[src/rtl/fifo_reader_thread.sv]
// rtl/fifo_reader_thread.sv - run-based FIFO reader that pops WORDS words and returns their sum
//
// Each run starts when run_req is seen in IDLE. The block then alternates POP (issue one pop
// strobe when the FIFO is not empty) and CAPT (accumulate the word returned one clock later)
// until WORDS words have been summed. The sum is published on return_b when the run ends.
//
// Ports:
//   clock       in   single clock, all state updates on posedge
//   reset       in   asynchronous active-high reset
//   ce          in   clock enable; when low every register holds
//   run_req     in   level start request from the initiator
//   run_busy    out  high while a run is in progress
//   fifo_empty  in   read-side empty flag of the upstream FIFO
//   fifo_rd_en  out  one-cycle pop strobe (combinational from state and inputs)
//   fifo_rdata  in   FIFO read data, valid one clock after fifo_rd_en
//   return_b    out  sum (mod 2^DATA_W) of the words of the last completed run
//   run_err     out  timeout abort flag (only with FIFO_READER_TIMEOUT_EN)
//
// Optional feature macro: FIFO_READER_TIMEOUT_EN
//   Adds the TIMEOUT parameter, the run_err port and a counter that aborts a run after
//   TIMEOUT consecutive ce-qualified cycles stuck in POP on an empty FIFO.
module fifo_reader_thread #(
  parameter int unsigned DATA_W  = 32,
  parameter int unsigned WORDS   = 16
`ifdef FIFO_READER_TIMEOUT_EN
  ,
  parameter int unsigned TIMEOUT = 64
`endif
) (
  input  logic              clock,
  input  logic              reset,
  input  logic              ce,
  input  logic              run_req,
  output logic              run_busy,
  input  logic              fifo_empty,
  output logic              fifo_rd_en,
  input  logic [DATA_W-1:0] fifo_rdata,
`ifdef FIFO_READER_TIMEOUT_EN
  output logic              run_err,
`endif
  output logic [DATA_W-1:0] return_b
);

  localparam logic [1:0] ST_IDLE = 2'd0;
  localparam logic [1:0] ST_POP  = 2'd1;
  localparam logic [1:0] ST_CAPT = 2'd2;
  localparam logic [1:0] ST_DONE = 2'd3;

  // WORDS is limited to 1..65535, so a 16-bit word counter always suffices.
  localparam logic [15:0] LAST_CNT = 16'(WORDS - 1);

  logic [1:0]        state_q, state_d;
  logic [DATA_W-1:0] acc_q,   acc_d;
  logic [15:0]       cnt_q,   cnt_d;
  logic [DATA_W-1:0] ret_q,   ret_d;
  logic              busy_q,  busy_d;
  logic [DATA_W-1:0] sum;

`ifdef FIFO_READER_TIMEOUT_EN
  localparam int unsigned TMO_W    = $clog2(TIMEOUT + 1);
  localparam logic [TMO_W-1:0] TMO_LAST = TMO_W'(TIMEOUT - 1);

  logic [TMO_W-1:0] tmo_q, tmo_d;
  logic             err_q, err_d;
`endif

  // Carry out of the top bit is intentionally dropped.
  assign sum = acc_q + fifo_rdata;

  // The pop is gated by ce so a frozen cycle never consumes a FIFO word.
  assign fifo_rd_en = (state_q == ST_POP) && ce && !fifo_empty;
  assign run_busy   = busy_q;
  assign return_b   = ret_q;
`ifdef FIFO_READER_TIMEOUT_EN
  assign run_err    = err_q;
`endif

  always_comb begin
    state_d = state_q;
    acc_d   = acc_q;
    cnt_d   = cnt_q;
    ret_d   = ret_q;
    busy_d  = busy_q;
`ifdef FIFO_READER_TIMEOUT_EN
    tmo_d   = tmo_q;
    err_d   = err_q;
`endif
    if (ce) begin
      case (state_q)
        ST_IDLE: begin
          if (run_req) begin
            state_d = ST_POP;
            busy_d  = 1'b1;
            acc_d   = '0;
            cnt_d   = '0;
`ifdef FIFO_READER_TIMEOUT_EN
            tmo_d   = '0;
            err_d   = 1'b0;
`endif
          end
        end
        ST_POP: begin
          if (!fifo_empty) begin
            state_d = ST_CAPT;
`ifdef FIFO_READER_TIMEOUT_EN
            tmo_d   = '0;
`endif
          end
`ifdef FIFO_READER_TIMEOUT_EN
          else if (tmo_q == TMO_LAST) begin
            // Abort: leave return_b untouched so the previous result stays visible.
            state_d = ST_DONE;
            busy_d  = 1'b0;
            err_d   = 1'b1;
            tmo_d   = '0;
          end else begin
            tmo_d   = tmo_q + 1'b1;
          end
`endif
        end
        ST_CAPT: begin
          acc_d = sum;
          cnt_d = cnt_q + 16'd1;
          if (cnt_q == LAST_CNT) begin
            // Publish directly from the adder so return_b and busy change on the same edge.
            state_d = ST_DONE;
            ret_d   = sum;
            busy_d  = 1'b0;
          end else begin
            state_d = ST_POP;
          end
        end
        ST_DONE: begin
          // Requires run_req to drop before another run can begin.
          if (!run_req) state_d = ST_IDLE;
        end
        default: state_d = ST_IDLE;
      endcase
    end
  end

  always_ff @(posedge clock or posedge reset) begin
    if (reset) begin
      state_q <= ST_IDLE;
      acc_q   <= '0;
      cnt_q   <= '0;
      ret_q   <= '0;
      busy_q  <= 1'b0;
`ifdef FIFO_READER_TIMEOUT_EN
      tmo_q   <= '0;
      err_q   <= 1'b0;
`endif
    end else begin
      state_q <= state_d;
      acc_q   <= acc_d;
      cnt_q   <= cnt_d;
      ret_q   <= ret_d;
      busy_q  <= busy_d;
`ifdef FIFO_READER_TIMEOUT_EN
      tmo_q   <= tmo_d;
      err_q   <= err_d;
`endif
    end
  end

endmodule
[config.mk]
export PLATFORM = sky130hd
export DESIGN_NAME = fifo_reader_thread
export DESIGN_NICKNAME = d
export VERILOG_FILES = /design/src/rtl/fifo_reader_thread.sv
export SDC_FILE = /design/constraint.sdc
export NUM_CORES = 1
export LEC_CHECK = 0
export ABC_AREA = 1
export BUFFER_PORTS_ARGS = -buffer_cell sky130_fd_sc_hd__buf_2
export CORE_UTILIZATION = 55
export DETAILED_ROUTE_END_ITERATION = 8
export PLACE_DENSITY_LB_ADDON = 0.3
export RECOVER_POWER = 100
export SLEW_MARGIN = 20
export SYNTH_ARGS = -nofsm -noshare
export SYNTH_HDL_FRONTEND = slang
export SYNTH_SLANG_ARGS = --single-unit
[constraint.sdc]
create_clock -name clock -period 6.6 [get_ports clock]
set_input_delay 0.33 -clock clock [delete_from_list [all_inputs] [get_ports clock]]
set_output_delay 0.33 -clock clock [all_outputs]
set_load 0.01 [all_outputs]
==> results.txt <==
status -> complete, but fails checks
failing checks -> max-capacitance violations, max-slew violations
root buffer cell -> clkbuf_8
largest net degree at the start of global routing -> 84
slew margin rel. -> -9.778%
CP Launch Type -> flip-flop
Yosys reg bits -> 83
Final WS setup -> 3.196 ns
Final GP Congestion -> 0.9230
Mapped Area -> 0.005897 sq mm
DR WL met2 -> 6222 um
H-tree lvl count -> 3
die span in y -> 105.5 um
RSZ-0062 raised after global routing -> no
First-pass DRT Iterations -> 4
Initial Util -> 56.87%
CTS tree -> built
Max Clock Freq -> 293.8 MHz
prevailing post-synth register cell -> dfrtp_1
sequential fraction of the synthesis area -> 35.22%
worst-case clock buffer depth -> 2
initial antenna violation count -> 0
worst slew pin tran -> 1.641 ns
Resize count post-CTS -> 0
pre-CTS WS -> 3.805 ns
Die X -> 105.5 um
fillers -> 1045
# clock sinks -> 83
clk slew on worst S/H paths -> 0.10 ns
Layout area overhead -> 9.230%
min cycle time layout -> 3.404 ns
clk_lat worst skew -> 0.38 ns
Synth top area share -> 35.22%
Starting DRT DRC Count -> 270
worst clock skew -> 0.01230 ns
worst endpoint required time -> 6.85 ns
first-pass GRT wire length -> 23570 um
IO Count -> 71
GR Overflow Total -> 0
Syn Nets -> 951
Routed wire per std cell -> 12.96 um
most frequent cells in the layout -> nand2_1 (361), inv_1 (137), dfrtp_1 (83)
layout cells sized above 1 -> 7.749%
Area contributors post-synth -> dfrtp_1 (35%), nand2_1 (22%), inv_1 (8.6%)
HPWL after detailed placement -> 10550 um
setup_tns -> 0 ns
R2R Path Start -> state_q[1]
reg-to-reg setup timing slack -> 3.20 ns
synth warn -> 0
Tcrit/Tclk final -> 51.57%
Routed WL -> 14130 um
Leak -> 3.722 nW
final setup violation count -> 0
uppermost layer routed -> met4
CP Class -> reg -> reg
CTS Hold Bufs -> 0
Post-Synthesis Cells -> 881
IO Port Bufs -> 70
number of inserted diodes -> 0
final max-slew violation count -> 20
vias per inst -> 5.022
Post-synth EDFFs -> 0
Crit. End Element -> flip-flop
syn_area_per_cell -> 6.693 sq um
Pwr Density -> 346.3 mW/mm^2
Final nets -> 1020
most area-hungry cell type in the Yosys netlist -> dfrtp_1
wire length on met1 -> 6998 um
num rows -> 37
number of global-route vias before repair -> 5143
Final Hold Viols -> 0
GRT Util Overall -> 26.83%
maximum vdd drop -> 0.1866 mV
commonest non-fill, non-tap cell in the layout -> nand2_1
vias -> 5479
Synth cell types -> 42
number of setup buffers added after CTS -> 0
worst reg2reg path depth -> 7
CP max FO -> 41
Critical Path Start -> state_q[1]
max cap viols -> 1
met3 wire length -> 774 um
core area -> 0.01037 sq mm
hold crit path type -> in -> async
CTS Buf Count -> 9
Die ar. -> 0.01114 sq mm
asr flop ratio synth -> 100.0%
WP data arrival -> 3.65 ns
Remaining DRCs -> 0
antenna-violating nets left -> 0
[cells by family after synthesis]
logic type / count (synthesis) / synth area share (%)
buf+inv: 155 / 10.63
flops: 83 / 35.22
xor+xnor: 15 / 2.228
compound gates: 73 / 7.278
fa+ha+maj: 33 / 7.129
simple gates: 522 / 37.51
[where the power goes]
group	total, mW	switching (mW)	internal (mW)
sequential	0.700	0.0768	0.623
clock	0.374	0.218	0.156
combinational	1.16	0.769	0.388
[path summary, 6_finish.rpt]
| check | endpoint |
|---|---|
| max | return_b[8] |
| min | return_b[30] |
| max reg2reg | return_b[8] |
| min reg2reg | return_b[18] |
| max in group asynchronous | cnt_q[10] |
| min in group clock | return_b[0] |
[registers in the layout, indices dropped and copies added (netlist names)]
| register | flops |
|---|---|
| state_q | 2 |
| return_b | 32 |
| run_busy | 1 |
| cnt_q | 16 |
| acc_q | 32 |
[layer usage]
layer | vias up | global-route usage (%)
met1 | 2452 | 37.88
met4 | 0 | 5.754
met2 | 136 | 42.76
met3 | 13 | 5.380
met5 | - | 0
li1 | 2878 | -
[final cells by class]
type | instances | area, sq um | share of cell area, %
multi-input cells | 643 | 3144 | 48.82
flip-flops and latches | 83 | 2077 | 32.25
inverters | 142 | 536.8 | 8.333
repair buffers | 71 | 319.1 | 4.953
well taps | 136 | 170.2 | 2.642
clock buffers | 10 | 137.6 | 2.137
clock inverters | 6 | 56.30 | 0.8741
[synthesized netlist by cell type, drive strengths merged (3+ instances only)]
master / n
nand2: 362
a21oi: 29
nand4: 8
ha: 32
nor2: 60
clkbuf: 4
and2: 3
nor4: 3
nor3: 9
o21bai: 3
xnor2: 8
o21ai: 33
nand3: 71
xor2: 7
dfrtp: 83
buf: 9
nand3b: 5
inv: 141
[worst max-delay path: stages, from the launching register on]
cell and delay, ns:
dfrtp_1 0.41, inv_1 0.11, nor2_1 0.23, nand2_1 0.35, nor2_1 1.33, inv_4 0.52, nand2_1 0.23, o21ai_2 0.07
[stage by stage]
step                hold slack (ns)  power (mW)  cell area [sq um]  std cells  utilization [%]
global placement             0.4481       1.838               6335       1075            61.09
finish                       0.1502       2.231               6441       1091            62.11
detailed placement           0.4609       1.856               6335       1075            61.09
CTS                          0.3000       2.241               6529       1091            62.96
floorplan                    0.4529       1.594               5897        881                -
global route                 0.2308       2.439               6441       1091            62.11
Note: power is estimated with default switching activity, not from simulation.
